--- config.mk ---
export PLATFORM = sky130hd
export DESIGN_NAME = multicycle_controller_flat
export DESIGN_NICKNAME = d
export VERILOG_FILES = /design/src/rtl/multicycle_controller_pkg.sv /design/src/rtl/multicycle_controller_if.sv /design/src/rtl/multicycle_controller_instr_decoder.sv /design/src/rtl/multicycle_controller.sv /design/src/flat_wrapper.sv
export SDC_FILE = /design/constraint.sdc
export NUM_CORES = 1
export LEC_CHECK = 0
export CAP_MARGIN = 20
export CORE_MARGIN = 2
export CORE_UTILIZATION = 52
export CTS_CLUSTER_SIZE = 14
export DETAILED_ROUTE_END_ITERATION = 10
export GPL_TIMING_DRIVEN = 1
export HOLD_SLACK_MARGIN = 0.08
export MAX_ROUTING_LAYER = met4
export PLACE_DENSITY = 0.9
export SLEW_MARGIN = 10
export SYNTH_ARGS = -nofsm -noshare
export SYNTH_HDL_FRONTEND = slang
export SYNTH_SLANG_ARGS = --single-unit
--- constraint.sdc ---
create_clock -name Clk -period 3.7 [get_ports Clk]
set_clock_uncertainty 0.2 [all_clocks]
set_input_delay 0.555 -clock Clk [delete_from_list [all_inputs] [get_ports Clk]]
set_output_delay 0.555 -clock Clk [all_outputs]
set_load 0.02 [all_outputs]
--- src/rtl/multicycle_controller_pkg.sv ---
// rtl/multicycle_controller_pkg.sv - shared types and encodings for the multicycle controller
package ctrl_pkg;

    typedef enum logic [2:0] {
        FETCH  = 3'd0,
        DECODE = 3'd1,
        EXEC   = 3'd2,
        MEM    = 3'd3,
        WB     = 3'd4,
        TRAP   = 3'd5
    } stateT;

    typedef enum logic [3:0] {
        CLS_NOP     = 4'd0,
        CLS_J       = 4'd1,
        CLS_JR      = 4'd2,
        CLS_JAL     = 4'd3,
        CLS_BRANCH  = 4'd4,
        CLS_LOAD    = 4'd5,
        CLS_STORE   = 4'd6,
        CLS_ALU     = 4'd7,
        CLS_MOVZ    = 4'd8,
        CLS_ILLEGAL = 4'd9
    } instClassT;

    localparam logic [5:0] OP_RTYPE    = 6'h00;
    localparam logic [5:0] OP_REGIMM   = 6'h01;
    localparam logic [5:0] OP_J        = 6'h02;
    localparam logic [5:0] OP_JAL      = 6'h03;
    localparam logic [5:0] OP_BEQ      = 6'h04;
    localparam logic [5:0] OP_BNE      = 6'h05;
    localparam logic [5:0] OP_BGTZ     = 6'h07;
    localparam logic [5:0] OP_ADDI     = 6'h08;
    localparam logic [5:0] OP_ADDIU    = 6'h09;
    localparam logic [5:0] OP_SLTI     = 6'h0A;
    localparam logic [5:0] OP_ANDI     = 6'h0C;
    localparam logic [5:0] OP_ORI      = 6'h0D;
    localparam logic [5:0] OP_XORI     = 6'h0E;
    localparam logic [5:0] OP_SPECIAL2 = 6'h1C;
    localparam logic [5:0] OP_LW       = 6'h23;
    localparam logic [5:0] OP_SW       = 6'h2B;

    localparam logic [5:0] FN_SLL  = 6'h00;
    localparam logic [5:0] FN_SRL  = 6'h02;
    localparam logic [5:0] FN_SLLV = 6'h04;
    localparam logic [5:0] FN_SRLV = 6'h06;
    localparam logic [5:0] FN_JR   = 6'h08;
    localparam logic [5:0] FN_MOVZ = 6'h0A;
    localparam logic [5:0] FN_ADD  = 6'h20;
    localparam logic [5:0] FN_ADDU = 6'h21;
    localparam logic [5:0] FN_SUB  = 6'h22;
    localparam logic [5:0] FN_SUBU = 6'h23;
    localparam logic [5:0] FN_AND  = 6'h24;
    localparam logic [5:0] FN_OR   = 6'h25;
    localparam logic [5:0] FN_XOR  = 6'h26;
    localparam logic [5:0] FN_NOR  = 6'h27;
    localparam logic [5:0] FN_SLT  = 6'h2A;
    localparam logic [5:0] FN_SLTU = 6'h2B;

    localparam logic [5:0] FN2_MUL = 6'h02;
    localparam logic [5:0] FN2_CLZ = 6'h20;
    localparam logic [5:0] FN2_CLO = 6'h21;

    localparam logic [3:0] ALU_AND   = 4'd0;
    localparam logic [3:0] ALU_OR    = 4'd1;
    localparam logic [3:0] ALU_ADD   = 4'd2;
    localparam logic [3:0] ALU_NOR   = 4'd3;
    localparam logic [3:0] ALU_XOR   = 4'd4;
    localparam logic [3:0] ALU_SUB   = 4'd6;
    localparam logic [3:0] ALU_SLT   = 4'd7;
    localparam logic [3:0] ALU_PASSA = 4'd8;
    localparam logic [3:0] ALU_MUL   = 4'd9;
    localparam logic [3:0] ALU_SLL   = 4'd10;
    localparam logic [3:0] ALU_SGT   = 4'd11;
    localparam logic [3:0] ALU_CLZ   = 4'd12;
    localparam logic [3:0] ALU_ROTR  = 4'd13;
    localparam logic [3:0] ALU_SLTU  = 4'd14;

    localparam logic [1:0] PC_SEQ    = 2'd0;
    localparam logic [1:0] PC_BRANCH = 2'd1;
    localparam logic [1:0] PC_JUMP   = 2'd2;
    localparam logic [1:0] PC_REG    = 2'd3;

    localparam logic [1:0] RD_RT = 2'd0;
    localparam logic [1:0] RD_RD = 2'd1;
    localparam logic [1:0] RD_RA = 2'd2;

    localparam logic       ASRC_PC = 1'b0;
    localparam logic       ASRC_RS = 1'b1;

    localparam logic [2:0] BSRC_REG   = 3'd0;
    localparam logic [2:0] BSRC_BOFF  = 3'd1;
    localparam logic [2:0] BSRC_ZERO  = 3'd2;
    localparam logic [2:0] BSRC_IMM   = 3'd3;
    localparam logic [2:0] BSRC_SHAMT = 3'd4;

    localparam logic [2:0] BC_EQ   = 3'b001;
    localparam logic [2:0] BC_NE   = 3'b010;
    localparam logic [2:0] BC_SIGN = 3'b100;

    typedef struct packed {
        instClassT  cls;
        logic [3:0] aluOp;
        logic       aluASrc;
        logic [2:0] aluBSrc;
        logic       extendSign;
        logic [1:0] regDst;
        logic [2:0] branchCond;
        logic       branchNeg;
    } decodeT;

endpackage

--- src/rtl/multicycle_controller_if.sv ---
// rtl/multicycle_controller_if.sv - controller to datapath control/status bundle
interface multicycle_controller_if #(parameter int CNT_W = 32);
    logic [31:0]      Instruction;
    logic             MemReady;
    logic             Zero;
    logic             AluLsb;
    logic             IRWrite;
    logic             PCWrite;
    logic             PCWriteCond;
    logic [1:0]       PCSrc;
    logic [3:0]       ALUControl;
    logic             ALUASrc;
    logic [2:0]       ALUBSrc;
    logic             ExtendSign;
    logic [1:0]       RegDst;
    logic [1:0]       RegDataSel;
    logic             MemtoReg;
    logic             RegWrite;
    logic             MemRead;
    logic             MemWrite;
    logic             IorD;
    logic [2:0]       BranchCond;
    logic [CNT_W-1:0] Retired;
    logic             IllegalOp;
    logic             BusErr;

    modport master (
        input  Instruction, MemReady, Zero, AluLsb,
        output IRWrite, PCWrite, PCWriteCond, PCSrc, ALUControl, ALUASrc, ALUBSrc,
               ExtendSign, RegDst, RegDataSel, MemtoReg, RegWrite, MemRead, MemWrite,
               IorD, BranchCond, Retired, IllegalOp, BusErr
    );

    modport slave (
        output Instruction, MemReady, Zero, AluLsb,
        input  IRWrite, PCWrite, PCWriteCond, PCSrc, ALUControl, ALUASrc, ALUBSrc,
               ExtendSign, RegDst, RegDataSel, MemtoReg, RegWrite, MemRead, MemWrite,
               IorD, BranchCond, Retired, IllegalOp, BusErr
    );
endinterface

--- src/rtl/multicycle_controller_instr_decoder.sv ---
// rtl/multicycle_controller_instr_decoder.sv - IR to instruction class, ALU fields and legality
module instr_decoder
    import ctrl_pkg::*;
#(
    parameter bit EN_SPECIAL2 = 1'b1
) (
    input  logic [31:0] ir,
    output decodeT      dec
);

    logic [5:0] opcode;
    logic [5:0] funct;
    logic [4:0] rt;

    assign opcode = ir[31:26];
    assign funct  = ir[5:0];
    assign rt     = ir[20:16];

    always_comb begin
        dec         = '0;
        dec.cls     = CLS_ILLEGAL;
        dec.aluASrc = ASRC_RS;
        // The all-zero word would otherwise decode as SLL r0,r0,0.
        if (ir == 32'd0) begin
            dec.cls = CLS_NOP;
        end else begin
            case (opcode)
                OP_RTYPE: begin
                    dec.cls    = CLS_ALU;
                    dec.regDst = RD_RD;
                    case (funct)
                        FN_ADD, FN_ADDU: dec.aluOp = ALU_ADD;
                        FN_SUB, FN_SUBU: dec.aluOp = ALU_SUB;
                        FN_AND:          dec.aluOp = ALU_AND;
                        FN_OR:           dec.aluOp = ALU_OR;
                        FN_XOR:          dec.aluOp = ALU_XOR;
                        FN_NOR:          dec.aluOp = ALU_NOR;
                        FN_SLT:          dec.aluOp = ALU_SLT;
                        FN_SLTU:         dec.aluOp = ALU_SLTU;
                        FN_SLLV:         dec.aluOp = ALU_SLL;
                        FN_SLL: begin
                            dec.aluOp   = ALU_SLL;
                            dec.aluBSrc = BSRC_SHAMT;
                        end
                        // Only the rotate forms of SRL/SRLV are supported.
                        FN_SRL: begin
                            dec.aluOp   = ALU_ROTR;
                            dec.aluBSrc = BSRC_SHAMT;
                            if (!ir[21]) dec.cls = CLS_ILLEGAL;
                        end
                        FN_SRLV: begin
                            dec.aluOp = ALU_ROTR;
                            if (!ir[6]) dec.cls = CLS_ILLEGAL;
                        end
                        FN_MOVZ: begin
                            dec.cls   = CLS_MOVZ;
                            dec.aluOp = ALU_PASSA;
                        end
                        FN_JR:   dec.cls = CLS_JR;
                        default: dec.cls = CLS_ILLEGAL;
                    endcase
                end
                OP_REGIMM: begin
                    dec.cls        = CLS_BRANCH;
                    dec.aluOp      = ALU_SLT;
                    dec.aluBSrc    = BSRC_ZERO;
                    dec.branchCond = BC_SIGN;
                    dec.branchNeg  = (rt == 5'd1);
                    if (rt > 5'd1) dec.cls = CLS_ILLEGAL;
                end
                OP_BGTZ: begin
                    dec.cls        = CLS_BRANCH;
                    dec.aluOp      = ALU_SGT;
                    dec.aluBSrc    = BSRC_ZERO;
                    dec.branchCond = BC_SIGN;
                end
                OP_BEQ, OP_BNE: begin
                    dec.cls        = CLS_BRANCH;
                    dec.aluOp      = ALU_SUB;
                    dec.branchCond = (opcode == OP_BEQ) ? BC_EQ : BC_NE;
                end
                OP_ADDI, OP_ADDIU, OP_SLTI, OP_ANDI, OP_ORI, OP_XORI: begin
                    dec.cls        = CLS_ALU;
                    dec.aluBSrc    = BSRC_IMM;
                    dec.extendSign = (opcode == OP_ADDI) || (opcode == OP_SLTI);
                    case (opcode)
                        OP_SLTI: dec.aluOp = ALU_SLT;
                        OP_ANDI: dec.aluOp = ALU_AND;
                        OP_ORI:  dec.aluOp = ALU_OR;
                        OP_XORI: dec.aluOp = ALU_XOR;
                        default: dec.aluOp = ALU_ADD;
                    endcase
                end
                OP_SPECIAL2: begin
                    dec.regDst = RD_RD;
                    if (EN_SPECIAL2) begin
                        dec.cls = CLS_ALU;
                        case (funct)
                            FN2_CLZ, FN2_CLO: dec.aluOp = ALU_CLZ;
                            FN2_MUL:          dec.aluOp = ALU_MUL;
                            default:          dec.cls   = CLS_ILLEGAL;
                        endcase
                    end
                end
                OP_LW, OP_SW: begin
                    dec.cls        = (opcode == OP_LW) ? CLS_LOAD : CLS_STORE;
                    dec.aluOp      = ALU_ADD;
                    dec.aluBSrc    = BSRC_IMM;
                    dec.extendSign = 1'b1;
                end
                OP_J:   dec.cls = CLS_J;
                OP_JAL: begin
                    dec.cls    = CLS_JAL;
                    dec.regDst = RD_RA;
                end
                default: dec.cls = CLS_ILLEGAL;
            endcase
        end
    end

endmodule

--- src/rtl/multicycle_controller.sv ---
// rtl/multicycle_controller.sv - multicycle FSM sequencing fetch/decode/exec/mem/wb with traps
module multicycle_controller
    import ctrl_pkg::*;
#(
    parameter int CNT_W       = 32,
    parameter int MEM_TIMEOUT = 15,
    parameter bit EN_SPECIAL2 = 1'b1
) (
    input logic                     Clk,
    input logic                     Reset,
    multicycle_controller_if.master bus
);

    stateT            state;
    stateT            stateNext;
    logic [31:0]      ir;
    logic [7:0]       waitCnt;
    logic [7:0]       waitNext;
    logic [CNT_W-1:0] retiredQ;
    logic             illegalQ;
    logic             busErrQ;
    logic             retire;
    logic             setIllegal;
    logic             setBusErr;
    logic             irLoad;
    logic             driveAlu;
    logic             memTimeout;
    logic             branchTaken;
    decodeT           dec;

    instr_decoder #(.EN_SPECIAL2(EN_SPECIAL2)) uDecoder (
        .ir  (ir),
        .dec (dec)
    );

    assign waitNext    = waitCnt + 8'd1;
    // A ready in the final allowed cycle completes the access rather than trapping.
    assign memTimeout  = !bus.MemReady && (waitNext == 8'(MEM_TIMEOUT));
    assign branchTaken = (dec.branchCond[0] & bus.Zero)
                       | (dec.branchCond[1] & ~bus.Zero)
                       | (dec.branchCond[2] & (bus.AluLsb ^ dec.branchNeg));

    assign bus.Retired   = retiredQ;
    assign bus.IllegalOp = illegalQ;
    assign bus.BusErr    = busErrQ;

    always_comb begin
        stateNext       = state;
        retire          = 1'b0;
        setIllegal      = 1'b0;
        setBusErr       = 1'b0;
        irLoad          = 1'b0;
        driveAlu        = 1'b0;
        bus.IRWrite     = 1'b0;
        bus.PCWrite     = 1'b0;
        bus.PCWriteCond = 1'b0;
        bus.PCSrc       = PC_SEQ;
        bus.ALUControl  = 4'd0;
        bus.ALUASrc     = 1'b0;
        bus.ALUBSrc     = 3'd0;
        bus.ExtendSign  = 1'b0;
        bus.RegDst      = RD_RT;
        bus.RegDataSel  = 2'd0;
        bus.MemtoReg    = 1'b0;
        bus.RegWrite    = 1'b0;
        bus.MemRead     = 1'b0;
        bus.MemWrite    = 1'b0;
        bus.IorD        = 1'b0;
        bus.BranchCond  = 3'd0;

        case (state)
            FETCH: begin
                bus.MemRead = 1'b1;
                if (bus.MemReady) begin
                    irLoad      = 1'b1;
                    bus.PCWrite = 1'b1;
                    stateNext   = DECODE;
                end else if (memTimeout) begin
                    setBusErr = 1'b1;
                    stateNext = TRAP;
                end
            end
            DECODE: begin
                bus.ALUASrc    = ASRC_PC;
                bus.ALUBSrc    = BSRC_BOFF;
                bus.ExtendSign = 1'b1;
                bus.ALUControl = ALU_ADD;
                case (dec.cls)
                    CLS_NOP: begin
                        retire    = 1'b1;
                        stateNext = FETCH;
                    end
                    CLS_J, CLS_JR: begin
                        retire      = 1'b1;
                        bus.PCWrite = 1'b1;
                        bus.PCSrc   = (dec.cls == CLS_J) ? PC_JUMP : PC_REG;
                        stateNext   = FETCH;
                    end
                    CLS_JAL: begin
                        bus.PCWrite = 1'b1;
                        bus.PCSrc   = PC_JUMP;
                        stateNext   = WB;
                    end
                    CLS_ILLEGAL: begin
                        setIllegal = 1'b1;
                        stateNext  = TRAP;
                    end
                    default: stateNext = EXEC;
                endcase
            end
            EXEC: begin
                driveAlu = 1'b1;
                case (dec.cls)
                    CLS_BRANCH: begin
                        bus.PCWriteCond = branchTaken;
                        bus.PCSrc       = PC_BRANCH;
                        bus.BranchCond  = dec.branchCond;
                        retire          = 1'b1;
                        stateNext       = FETCH;
                    end
                    CLS_LOAD, CLS_STORE: stateNext = MEM;
                    default:             stateNext = WB;
                endcase
            end
            MEM: begin
                driveAlu     = 1'b1;
                bus.IorD     = 1'b1;
                bus.MemRead  = (dec.cls == CLS_LOAD);
                bus.MemWrite = (dec.cls == CLS_STORE);
                if (bus.MemReady) begin
                    if (dec.cls == CLS_STORE) begin
                        retire    = 1'b1;
                        stateNext = FETCH;
                    end else begin
                        stateNext = WB;
                    end
                end else if (memTimeout) begin
                    setBusErr = 1'b1;
                    stateNext = TRAP;
                end
            end
            WB: begin
                // ALU fields stay driven so MOVZ sees its rt==0 test on Zero.
                driveAlu       = (dec.cls != CLS_JAL);
                bus.RegWrite   = (dec.cls == CLS_MOVZ) ? bus.Zero : 1'b1;
                bus.RegDst     = dec.regDst;
                bus.MemtoReg   = (dec.cls == CLS_LOAD);
                bus.RegDataSel = (dec.cls == CLS_JAL) ? 2'd1 : 2'd0;
                retire         = 1'b1;
                stateNext      = FETCH;
            end
            default: stateNext = TRAP;
        endcase

        if (driveAlu) begin
            bus.ALUControl = dec.aluOp;
            bus.ALUASrc    = dec.aluASrc;
            bus.ALUBSrc    = dec.aluBSrc;
            bus.ExtendSign = dec.extendSign;
        end
        bus.IRWrite = irLoad;

        if (Reset) begin
            bus.IRWrite     = 1'b0;
            bus.PCWrite     = 1'b0;
            bus.PCWriteCond = 1'b0;
            bus.PCSrc       = PC_SEQ;
            bus.ALUControl  = 4'd0;
            bus.ALUASrc     = 1'b0;
            bus.ALUBSrc     = 3'd0;
            bus.ExtendSign  = 1'b0;
            bus.RegDst      = RD_RT;
            bus.RegDataSel  = 2'd0;
            bus.MemtoReg    = 1'b0;
            bus.RegWrite    = 1'b0;
            bus.MemRead     = 1'b0;
            bus.MemWrite    = 1'b0;
            bus.IorD        = 1'b0;
            bus.BranchCond  = 3'd0;
        end
    end

    always_ff @(posedge Clk or posedge Reset) begin
        if (Reset) begin
            state    <= FETCH;
            ir       <= 32'd0;
            waitCnt  <= 8'd0;
            retiredQ <= '0;
            illegalQ <= 1'b0;
            busErrQ  <= 1'b0;
        end else begin
            state <= stateNext;
            if (irLoad) ir <= bus.Instruction;
            if (stateNext != state) begin
                waitCnt <= 8'd0;
            end else if ((state == FETCH || state == MEM) && !bus.MemReady) begin
                waitCnt <= waitNext;
            end
            if (retire)     retiredQ <= retiredQ + CNT_W'(1);
            if (setIllegal) illegalQ <= 1'b1;
            if (setBusErr)  busErrQ  <= 1'b1;
        end
    end

endmodule

--- src/flat_wrapper.sv ---
// flat-port wrapper written by rule: the top's interface ports become plain ports
module multicycle_controller_flat import ctrl_pkg::*;
#(
    parameter int CNT_W       = 32,
    parameter int MEM_TIMEOUT = 15,
    parameter bit EN_SPECIAL2 = 1'b1
)
  (Clk, Reset, bus_Instruction, bus_MemReady, bus_Zero, bus_AluLsb, bus_IRWrite, bus_PCWrite, bus_PCWriteCond, bus_PCSrc, bus_ALUControl, bus_ALUASrc, bus_ALUBSrc, bus_ExtendSign, bus_RegDst, bus_RegDataSel, bus_MemtoReg, bus_RegWrite, bus_MemRead, bus_MemWrite, bus_IorD, bus_BranchCond, bus_Retired, bus_IllegalOp, bus_BusErr);
  multicycle_controller_if #(.CNT_W(CNT_W)) bus_i ();
  input logic Clk;
  input logic Reset;
  input wire logic [$bits(bus_i.Instruction)-1:0] bus_Instruction;
  input wire logic [$bits(bus_i.MemReady)-1:0] bus_MemReady;
  input wire logic [$bits(bus_i.Zero)-1:0] bus_Zero;
  input wire logic [$bits(bus_i.AluLsb)-1:0] bus_AluLsb;
  output wire logic [$bits(bus_i.IRWrite)-1:0] bus_IRWrite;
  output wire logic [$bits(bus_i.PCWrite)-1:0] bus_PCWrite;
  output wire logic [$bits(bus_i.PCWriteCond)-1:0] bus_PCWriteCond;
  output wire logic [$bits(bus_i.PCSrc)-1:0] bus_PCSrc;
  output wire logic [$bits(bus_i.ALUControl)-1:0] bus_ALUControl;
  output wire logic [$bits(bus_i.ALUASrc)-1:0] bus_ALUASrc;
  output wire logic [$bits(bus_i.ALUBSrc)-1:0] bus_ALUBSrc;
  output wire logic [$bits(bus_i.ExtendSign)-1:0] bus_ExtendSign;
  output wire logic [$bits(bus_i.RegDst)-1:0] bus_RegDst;
  output wire logic [$bits(bus_i.RegDataSel)-1:0] bus_RegDataSel;
  output wire logic [$bits(bus_i.MemtoReg)-1:0] bus_MemtoReg;
  output wire logic [$bits(bus_i.RegWrite)-1:0] bus_RegWrite;
  output wire logic [$bits(bus_i.MemRead)-1:0] bus_MemRead;
  output wire logic [$bits(bus_i.MemWrite)-1:0] bus_MemWrite;
  output wire logic [$bits(bus_i.IorD)-1:0] bus_IorD;
  output wire logic [$bits(bus_i.BranchCond)-1:0] bus_BranchCond;
  output wire logic [$bits(bus_i.Retired)-1:0] bus_Retired;
  output wire logic [$bits(bus_i.IllegalOp)-1:0] bus_IllegalOp;
  output wire logic [$bits(bus_i.BusErr)-1:0] bus_BusErr;
  assign bus_i.Instruction = bus_Instruction;
  assign bus_i.MemReady = bus_MemReady;
  assign bus_i.Zero = bus_Zero;
  assign bus_i.AluLsb = bus_AluLsb;
  assign bus_IRWrite = bus_i.IRWrite;
  assign bus_PCWrite = bus_i.PCWrite;
  assign bus_PCWriteCond = bus_i.PCWriteCond;
  assign bus_PCSrc = bus_i.PCSrc;
  assign bus_ALUControl = bus_i.ALUControl;
  assign bus_ALUASrc = bus_i.ALUASrc;
  assign bus_ALUBSrc = bus_i.ALUBSrc;
  assign bus_ExtendSign = bus_i.ExtendSign;
  assign bus_RegDst = bus_i.RegDst;
  assign bus_RegDataSel = bus_i.RegDataSel;
  assign bus_MemtoReg = bus_i.MemtoReg;
  assign bus_RegWrite = bus_i.RegWrite;
  assign bus_MemRead = bus_i.MemRead;
  assign bus_MemWrite = bus_i.MemWrite;
  assign bus_IorD = bus_i.IorD;
  assign bus_BranchCond = bus_i.BranchCond;
  assign bus_Retired = bus_i.Retired;
  assign bus_IllegalOp = bus_i.IllegalOp;
  assign bus_BusErr = bus_i.BusErr;
  multicycle_controller #(.CNT_W(CNT_W), .MEM_TIMEOUT(MEM_TIMEOUT), .EN_SPECIAL2(EN_SPECIAL2)) u_core (.Clk(Clk), .Reset(Reset), .bus(bus_i));
endmodule
# --- Word level (Yosys, flattened, before mapping) ---
# Index checks and enable logic that the tools add are counted.
totals:
  ff_bits: 77
  in_bits: 37
  out_inout_bits: 60
op_classes:
  addsub: 2
  order_cmp: 1
  eq_ne: 46
  mux: 85
  bitwise: 7
  reduce_logical: 31
op_table:
  columns: ["cell", "n"]
  rows:
  - ["$eq A6 B6 Y1 const B", 12]
  - ["$eq A6 B4 Y1 const B", 8]
  - ["$pmux W4 S10", 1]
  - ["$mux W1", 37]
  - ["$add A32 B1 Y32 const B", 1]
  - ["$logic_not A32 Y1", 1]
  - ["$mux W4", 8]
  - ["$pmux W4 S8", 1]
  - ["$eq A6 B3 Y1 const B", 5]
  - ["$mux W3", 10]
  - ["$pmux W4 S7", 1]
  - ["$reduce_or A2 Y1", 13]
  - ["$pmux W4 S5", 1]
  - ["$eq A6 B2 Y1 const B", 3]
  - ["$pmux W3 S3", 2]
  - ["$mux W2", 8]
  - ["$mux W8", 2]
  - ["$pmux W3 S5", 1]
  - ["$eq A4 B3 Y1 const B", 3]
  - ["$logic_not A6 Y1", 2]
  - ["$pmux W2 S2", 3]
  - ["$pmux W3 S2", 2]
  - ["$pmux W3 S4", 1]
  - ["$reduce_or A12 Y1", 1]
  - ["other kinds (31)", 45]

# --- Depth between registers and ports, before layout ---
# Gate-level depths: netlist of the first run.
depth:
  depth_word: 11
  mapped_depth: 13
  mapped_depth_nobuf: 10

# --- By module ---
# Synthesis of the first run repeated with hierarchy kept, for this count alone.
unflattened:
  hier_cells: 509
  area_unflattened_um2: 4888.4
modules_own_cells:
  columns: ["module", "instances", "cells_each", "area_each_um2", "seq_area_each_um2"]
  rows:
  - ["multicycle_controller", 1, 371, 4028.9, 1926.8]
  - ["instr_decoder", 1, 138, 859.6, 0.0]

# --- Worst setup path after synthesis of the first run ---
# No wires, ideal clock.
synth_path:
  path_kind: "in2out"
  start: "in Reset"
  end: "out bus_ALUControl[3]"
  t_arrival_ps: 3311
  required_ps: 2945
  setup_slack_ps: -366
  stages: 5
  n_path_buf: 0
  path_cell_list: "inv_1 -> nand2_1 -> inv_1 -> nand3_1 -> a31oi_1"
synth_between:
  elab_chain_cells: 1
synth_lines:
  columns: ["item", "line", "text"]
  rows:
  - ["from (decl)", "flat_wrapper.sv:11", "input logic Reset;"]
  - ["$mux W4", "multicycle_controller.sv:163", "if (Reset) begin"]
  - ["to (decl)", "flat_wrapper.sv:20", "output wire logic [$bits(bus_i.ALUControl)-1:0] bus_ALUControl;"]
# Every way passes these cells.

# --- Final worst setup path of the first run ---
layout_path:
  start: "reg u_core.ir[31]"
  end: "out bus_BranchCond[0]"
layout_between:
  elab_chain_cells: 8
layout_lines:
  columns: ["item", "line", "text"]
  rows:
  - ["from (decl)", "multicycle_controller.sv:16", "logic [31:0] ir;"]
  - ["from (signal assigned)", "multicycle_controller.sv:193", "if (irLoad) ir <= bus.Instruction;"]
  - ["$eq A6 B4 Y1 (tied with other cells)", "multicycle_controller_instr_decoder.sv:27", "case (opcode)"]
  - ["$reduce_or A6 Y1 (tied with other cells)", "multicycle_controller_instr_decoder.sv:27", null]
  - ["$pmux W4 S8", "multicycle_controller_instr_decoder.sv:27", null]
  - ["$mux W4", "multicycle_controller_instr_decoder.sv:24", "if (ir == 32'd0) begin"]
  - ["$eq A4 B3 Y1", "multicycle_controller.sv:113", "case (dec.cls)"]
  - ["$mux W3 *", "multicycle_controller.sv:113", null]
  - ["$mux W3 *", "multicycle_controller.sv:71", "case (state)"]
  - ["$mux W3 *", "multicycle_controller.sv:163", null]
  - ["to (decl)", "flat_wrapper.sv:31", "output wire logic [$bits(bus_i.BranchCond)-1:0] bus_BranchCond;"]
# Mark *: on every way between the ends. The rest lies on a longest branch, timed or not.

==> flow_metrics.tcl, run 1 <==
set metrics [dict create \
    hold_violations 0 \
    die_y_um 99.8 \
    cts_buffers 9 \
    h-tree-depth 3 \
    finalCriticalPeriod_ns 3.67 \
    antenna_found_initial 0 \
    fp.dieW_um 99.8 \
    worstSetupEndpoint "bus_BranchCond[0]" \
    yosysMostFrequentCell "dfrtp_1" \
    grt_pass1_wl_um 22500 \
    area_delta_synth_final_pct 34.1 \
    synthArstFlopShare_pct 100 \
    final_core_util_pct 72.7 \
    finalCritPeriodShare_pct 99.1 \
    synth.largest_area_cell "dfrtp_1" \
    path_class "flip-flop to output port" \
    drv_slew 0 \
    ant_nets 0 \
    drt_pre_antenna_iters 5 \
    tightestPinTransition_ns 0.658 \
    ys_ff_latch 77 \
    fmax_mhz 273 \
    synthTopCellsByArea "dfrtp_1 40%, mux2_2 6.8%, xor2_1 5.9%, nor2_1 3.9%, nor3_1 3.0%" \
    start_kind "flip-flop" \
    syn_nets 566 \
    synth_cells 526 \
    timing.rr.start "u_core.ir[31]" \
    drv_cap 0 \
    avgViaCountPerCell 6.00 \
    critPathArrivalTime_ns 2.91 \
    syn-cell-area_sq_um 4780 \
    power.density_cell_area_nw_per_um2 273 \
    synth.distinct_cells 64 \
    clkTransAtPathRegs_ns 0.08 \
    r2r_slack_ns 0.29 \
    setup_viol 0 \
    end_kind "output port" \
    wl_per_cell_um 17.7 \
    io_pins 97 \
    grt_max_degree 48 \
    hold_buffers 0 \
    path_delay_family "simple AND/OR/NAND/NOR gates" \
    yosysTopAreaCellShare_pct 40.3 \
    nets 696 \
    yosysSeqAreaShare_pct 40.3 \
    min_path_type "flip-flop to flip-flop" \
    leakage_nw 2.62 \
    power_frac_comb_pct 14.3 \
    grt_pass1_vias 4606 \
    drtIter0Drc 332 \
    coreArea_sq_um 8810 \
    vdd_drop_max_v 0.000239 \
    slew_headroom_pct 56.0 \
    cp_max_fo 5 \
    seq_power_share_pct 50.1 \
    num_rows 34 \
    grt_use_total_pct 28.6 \
    dieArea_sq_um 9970 \
    vias 4611 \
    status "complete, no violations" \
    synth-edff-count 0 \
    intPower_mw 1.29 \
    clockBufferDepth 2 \
    pwr-share-clk_pct 35.6 \
    cts_tree "done" \
    path_buf_inv 3 \
    post-route-drc-count 0 \
    r2r_cells 9 \
    switchingPower_mw 0.456 \
    routed_wl_um 13600 \
    cts.sinks 77 \
    rsz0062_at_grt "true" \
    crit_slowest_cell "or4_4" \
    portBuffers 95 \
    drive_gt1_share_pct 21.7 \
    grt-ovfl-total 0 \
    clk_latency_ns 0.34 \
    reg2reg_to "u_core.bus.Retired[1]" \
    p_sw_share_pct 26.1 \
    place_hpwl_um 9860 \
    cp.depth 10 \
    crit_path_start "u_core.ir[31]" \
    ys_warn_count 0 \
    max_stage_delay_ns 0.58 \
    antenna_cells 0 \
    crit_path_cell_trace "or4_4 -> buf_6 -> nor3_4 -> and3_4 -> a21oi_4 -> nor4b_4 -> buf_4 -> nand3_1 -> nor3_1 -> buf_2" \
    timing.setup.tns_ns 0 \
    syn_avg_cell_area_sq_um 9.08 \
    synthTopCellsByCount "77 x dfrtp_1, 50 x nor2_1, 35 x nand2_1" \
    cts-root-buf "clkbuf_8" \
    yosys_most_used_dff "dfrtp_1" \
    gp_congestion 0.991 \
    start_util_pct 54.2 \
    crit_required_ns 2.94 \
]
[power groups by stage]
stage               combinational (mW)  sequential (mW)  clock, mW
floorplan                        0.129            0.884          0
finish                           0.250            0.875      0.621
global route                     0.271            0.877      0.667
global placement                 0.228            0.889          0
detailed placement               0.233            0.891          0
CTS                              0.237            0.874      0.638
[state kept, by name, summed over array words and instances, names as in the netlist]
register              cells
u_core.bus.BusErr         1
u_core.bus.IllegalOp      1
u_core.bus.Retired       32
u_core.ir                32
u_core.state              3
u_core.waitCnt            8
[timing repair]
item | CTS | global route
endpoints found under the setup margin | 8 | 11
gates resized for setup | 27 | 24
pin swaps | 1 | 8
setup buffers | 2 | 3
[cells in the final DEF (no fill, tap or decap), types with 8 or more instances in the layout]
cell	instances
nand3_1	22
a31oi_1	8
xnor2_1	8
mux2_2	29
dfrtp_1	77
clkdlybuf4s50_1	86
nor2_1	47
inv_1	11
nand2b_1	17
o21ai_0	23
and3_1	12
o22ai_1	8
a21oi_1	18
nand4_1	18
buf_4	59
nor4_1	13
nor3_1	28
nand2_1	35
xor2_1	32
clkbuf_8	9
[worst reg2reg max path, delay by kind of cell (launching register included)]
kind,cells,cell delay [ns]
and+or+nand+nor,6,1.79
DFF,1,0.40
muxes,1,0.36
AOI/OAI and AO/OA,1,0.33
buffers and inverters,1,0.22
[per-stage QoR]
step                      worst slack (ns)  hold WS, ns  cell area (sq um)  total power [mW]  std cells
after floorplan                      0.147        0.281               4790              1.01        526
after global placement              0.0123        0.239               6130              1.12        748
after detailed placement           -0.0310        0.274               6130              1.12        748
after CTS                           0.0107        0.289               6340              1.75        765
after global routing               -0.0795        0.311               6400              1.82        768
final                               0.0323        0.281               6400              1.75        768
[metal layers]
| layer | global-route usage, % | wire length, um | vias to the layer above |
|---|---|---|---|
| met2 | 44.6 | 6650 | 227 |
| li1 | - | - | 2167 |
| met3 | 5.64 | 956 | 46 |
| met4 | 10.4 | 365 | 0 |
| met5 | - | 0 | - |
| met1 | 37.4 | 5610 | 2171 |
[logic make-up (layout without fill, tap and decap cells)]
logic type	Yosys count	in the layout	share of synthesized area (%)
simple gates	239	239	28.0
compound gates	87	87	11.5
flops	77	77	40.3
buf+inv	48	182	4.56
xor+xnor	41	41	7.68
mux	30	30	7.05
fa+ha+maj	3	3	0.786
other cells	1	1	0.0785
[worst min path at each step]
stage                           start                     end  slack, ns  cells past startpoint
3_5_place_dp   u_core.bus.Retired[11]  u_core.bus.Retired[11]       0.27                      1
3_3_place_gp     u_core.bus.IllegalOp    u_core.bus.IllegalOp       0.24                      1
6_report            u_core.bus.BusErr       u_core.bus.BusErr       0.28                      2
2_1_floorplan           u_core.ir[11]           u_core.ir[11]       0.28                      1
5_1_grt        u_core.bus.Retired[11]  u_core.bus.Retired[11]       0.31                      1
4_1_cts        u_core.bus.Retired[11]  u_core.bus.Retired[11]       0.29                      1
[layout make-up]
class	count	area [sq um]
Fill cell	627	2400
Clock buffer	10	128
Inverter	13	52.6
Clock inverter	5	60.1
Multi-Input combinational cell	401	2720
Sequential cell	77	1930
Timing Repair Buffer	154	1380
Tap cell	108	135
(Power assumes the default switching activity.)
==> run 2: changes to the inputs <==
ABC_CLOCK_PERIOD_IN_PS = 3700   (was not set)
==> results of run 2 <==
Same layout as run 1: the final DEF is identical, and so are final timing and power.
==> run 3: changes to the inputs <==
==> constraint.sdc (replaced) <==
create_clock -name Clk -period 3.7 [get_ports Clk]
set_clock_uncertainty 0.2 [all_clocks]
set_input_delay 0.37 -clock Clk [delete_from_list [all_inputs] [get_ports Clk]]
set_output_delay 0.37 -clock Clk [all_outputs]
set_load 0.02 [all_outputs]
==> run 3 against run 2 <==
Net effect: design area decreased by 2.2%; sequential power hardly changed; total power is 0.63% higher; fmax increased by 2.1%; combinational power is 8% lower; global-route usage is 0.28 points lower; critical path depth decreased by 1; critical path type unchanged.
==> flow_metrics.tcl, run 3 (synthesized netlist as in run 1, its figures left out) <==
set metrics [dict create \
    cts_tree "done" \
    final_cell_mix "87 x clkdlybuf4s50_1, 77 x dfrtp_1, 49 x nor2_1, 44 x buf_4, 35 x nand2_1" \
    drtIter0Drc 353 \
    switchingPower_mw 0.458 \
    fill_cells 674 \
    intPower_mw 1.30 \
    start_kind "flip-flop" \
    tightestPinTransition_ns 0.668 \
    fmax_mhz 278 \
    hold_violations 0 \
    start_util_pct 54.2 \
    antenna_found_initial 0 \
    power.density_cell_area_nw_per_um2 280 \
    clk_latency_ns 0.35 \
    vdd_drop_max_v 0.000228 \
    setup_slack_ns 0.109 \
    avgViaCountPerCell 5.97 \
    slew_headroom_pct 55.4 \
    drv_cap 0 \
    clkTransAtPathRegs_ns 0.08 \
    fp.dieW_um 99.8 \
    finalCriticalPeriod_ns 3.59 \
    drive_gt1_share_pct 18.2 \
    h-tree-depth 3 \
    finalCritPeriodShare_pct 97.1 \
    portBuffers 95 \
    final_area_sq_um 6260 \
    io_pins 97 \
    wl_per_cell_um 17.6 \
    cp_max_fo 5 \
    pre_cts_ws_ns 0.00727 \
    seq_power_share_pct 50.0 \
    clockBufferDepth 2 \
    gp_congestion 0.944 \
    power_frac_comb_pct 13.1 \
    cts_buffers 9 \
    place_hpwl_um 9850 \
    num_rows 34 \
    dpl_cell_area_sq_um 6020 \
    timing.setup.tns_ns 0 \
    grt_max_degree 52 \
    leakage_nw 2.54 \
    crit_required_ns 3.13 \
    routed_wl_um 13300 \
    post-route-drc-count 0 \
    status "complete, no violations" \
    ant_nets 0 \
    coreArea_sq_um 8810 \
    end_kind "output port" \
    drv_slew 0 \
    antenna_cells 0 \
    die_y_um 99.8 \
    dieArea_sq_um 9970 \
    final_common_cell "clkdlybuf4s50_1" \
    critPathArrivalTime_ns 3.02 \
    drt_pre_antenna_iters 5 \
    grt-ovfl-total 0 \
    setup_viol 0 \
    vias 4511 \
    cts-root-buf "clkbuf_8" \
    min_path_type "flip-flop to flip-flop" \
    path_class "flip-flop to output port" \
    pwr-share-clk_pct 36.9 \
    grt_pass1_vias 4427 \
    grt_use_total_pct 28.3 \
    p_sw_share_pct 26.1 \
    nets 682 \
    cts.sinks 77 \
    area_delta_synth_final_pct 31.1 \
    grt_pass1_wl_um 22000 \
]
==> run 3: changes by cell type in the layout (fill, tap and decap cells not counted), moves of 3 or more <==
cell and change:
buf_4 -15, buf_2 -3, dlygate4sd2_1 +3, nand3_1 +3
nand3_2 -3
==> run 3: path summary, 6_finish.rpt <==
check / start / to / slack, ns / cells past startpoint
worst min register to register: u_core.bus.IllegalOp / u_core.bus.IllegalOp / 0.27 / 1
worst min-delay path: u_core.bus.IllegalOp / u_core.bus.IllegalOp / 0.27 / 1
max in group asynchronous: Reset / u_core.ir[27] / 1.78 / 4
worst max-delay path: u_core.ir[29] / bus_PCSrc[1] / 0.11 / 9
min in group asynchronous: Reset / u_core.ir[13] / 0.53 / 3
worst max register to register: u_core.ir[29] / u_core.bus.Retired[1] / 0.29 / 9
==> run 3: layer usage <==
layer / vias up / GRT usage, % / routed length, um
met3: 19 / 4.39 / 991
met5: - / - / 0
met4: 0 / 8.01 / 166
li1: 2127 / - / -
met2: 194 / 46.1 / 6520
met1: 2171 / 37.1 / 5630
==> run 3: per-stage QoR <==
step | power [mW] | utilization (%) | hold WS [ns] | std cells
4_1_cts | 1.76 | 70.8 | 0.270 | 753
2_1_floorplan | 1.01 | - | 0.281 | 526
6_report | 1.76 | 71.1 | 0.268 | 755
5_1_grt | 1.83 | 71.1 | 0.298 | 755
3_3_place_gp | 1.11 | 68.3 | 0.238 | 735
3_5_place_dp | 1.11 | 68.3 | 0.252 | 735
==> run 3: power groups by stage <==
stage	Combinational, mW	Clock, mW	Sequential (mW)
after floorplan	0.129	0	0.884
after global placement	0.216	0	0.892
after detailed placement	0.221	0	0.894
after CTS	0.224	0.656	0.877
after global routing	0.250	0.695	0.880
final	0.231	0.648	0.878
==> run 3: layout make-up <==
| type | instances | area, sq um | share of cell area, % |
|---|---|---|---|
| clock inverters | 5 | 58.8 | 0.939 |
| well taps | 108 | 135 | 2.16 |
| multi-input cells | 401 | 2670 | 42.6 |
| inverters | 13 | 48.8 | 0.779 |
| flip-flops and latches | 77 | 1930 | 30.8 |
| clock buffers | 11 | 141 | 2.26 |
| repair buffers | 140 | 1280 | 20.5 |
==> run 3: timing repair <==
item                                    CTS  global route
endpoints found under the hold margin     0             0
pin swaps                                 2             3
resized for setup                        12            14
gates cloned                              0             0
hold buffers                              0             0
endpoints found under the setup margin    8             8
buffers inserted                          2             2
==> run 3: worst max-delay path: stages, from the launching register on <==
cell and delay (ns):
dfrtp_1 0.42, or4_4 0.56, or3_1 0.38, nand3_1 0.15, nor2_2 0.09, a21oi_4 0.20
nor2_1 0.10, nor4_2 0.33, buf_4 0.16, clkdlybuf4s15_1 0.29
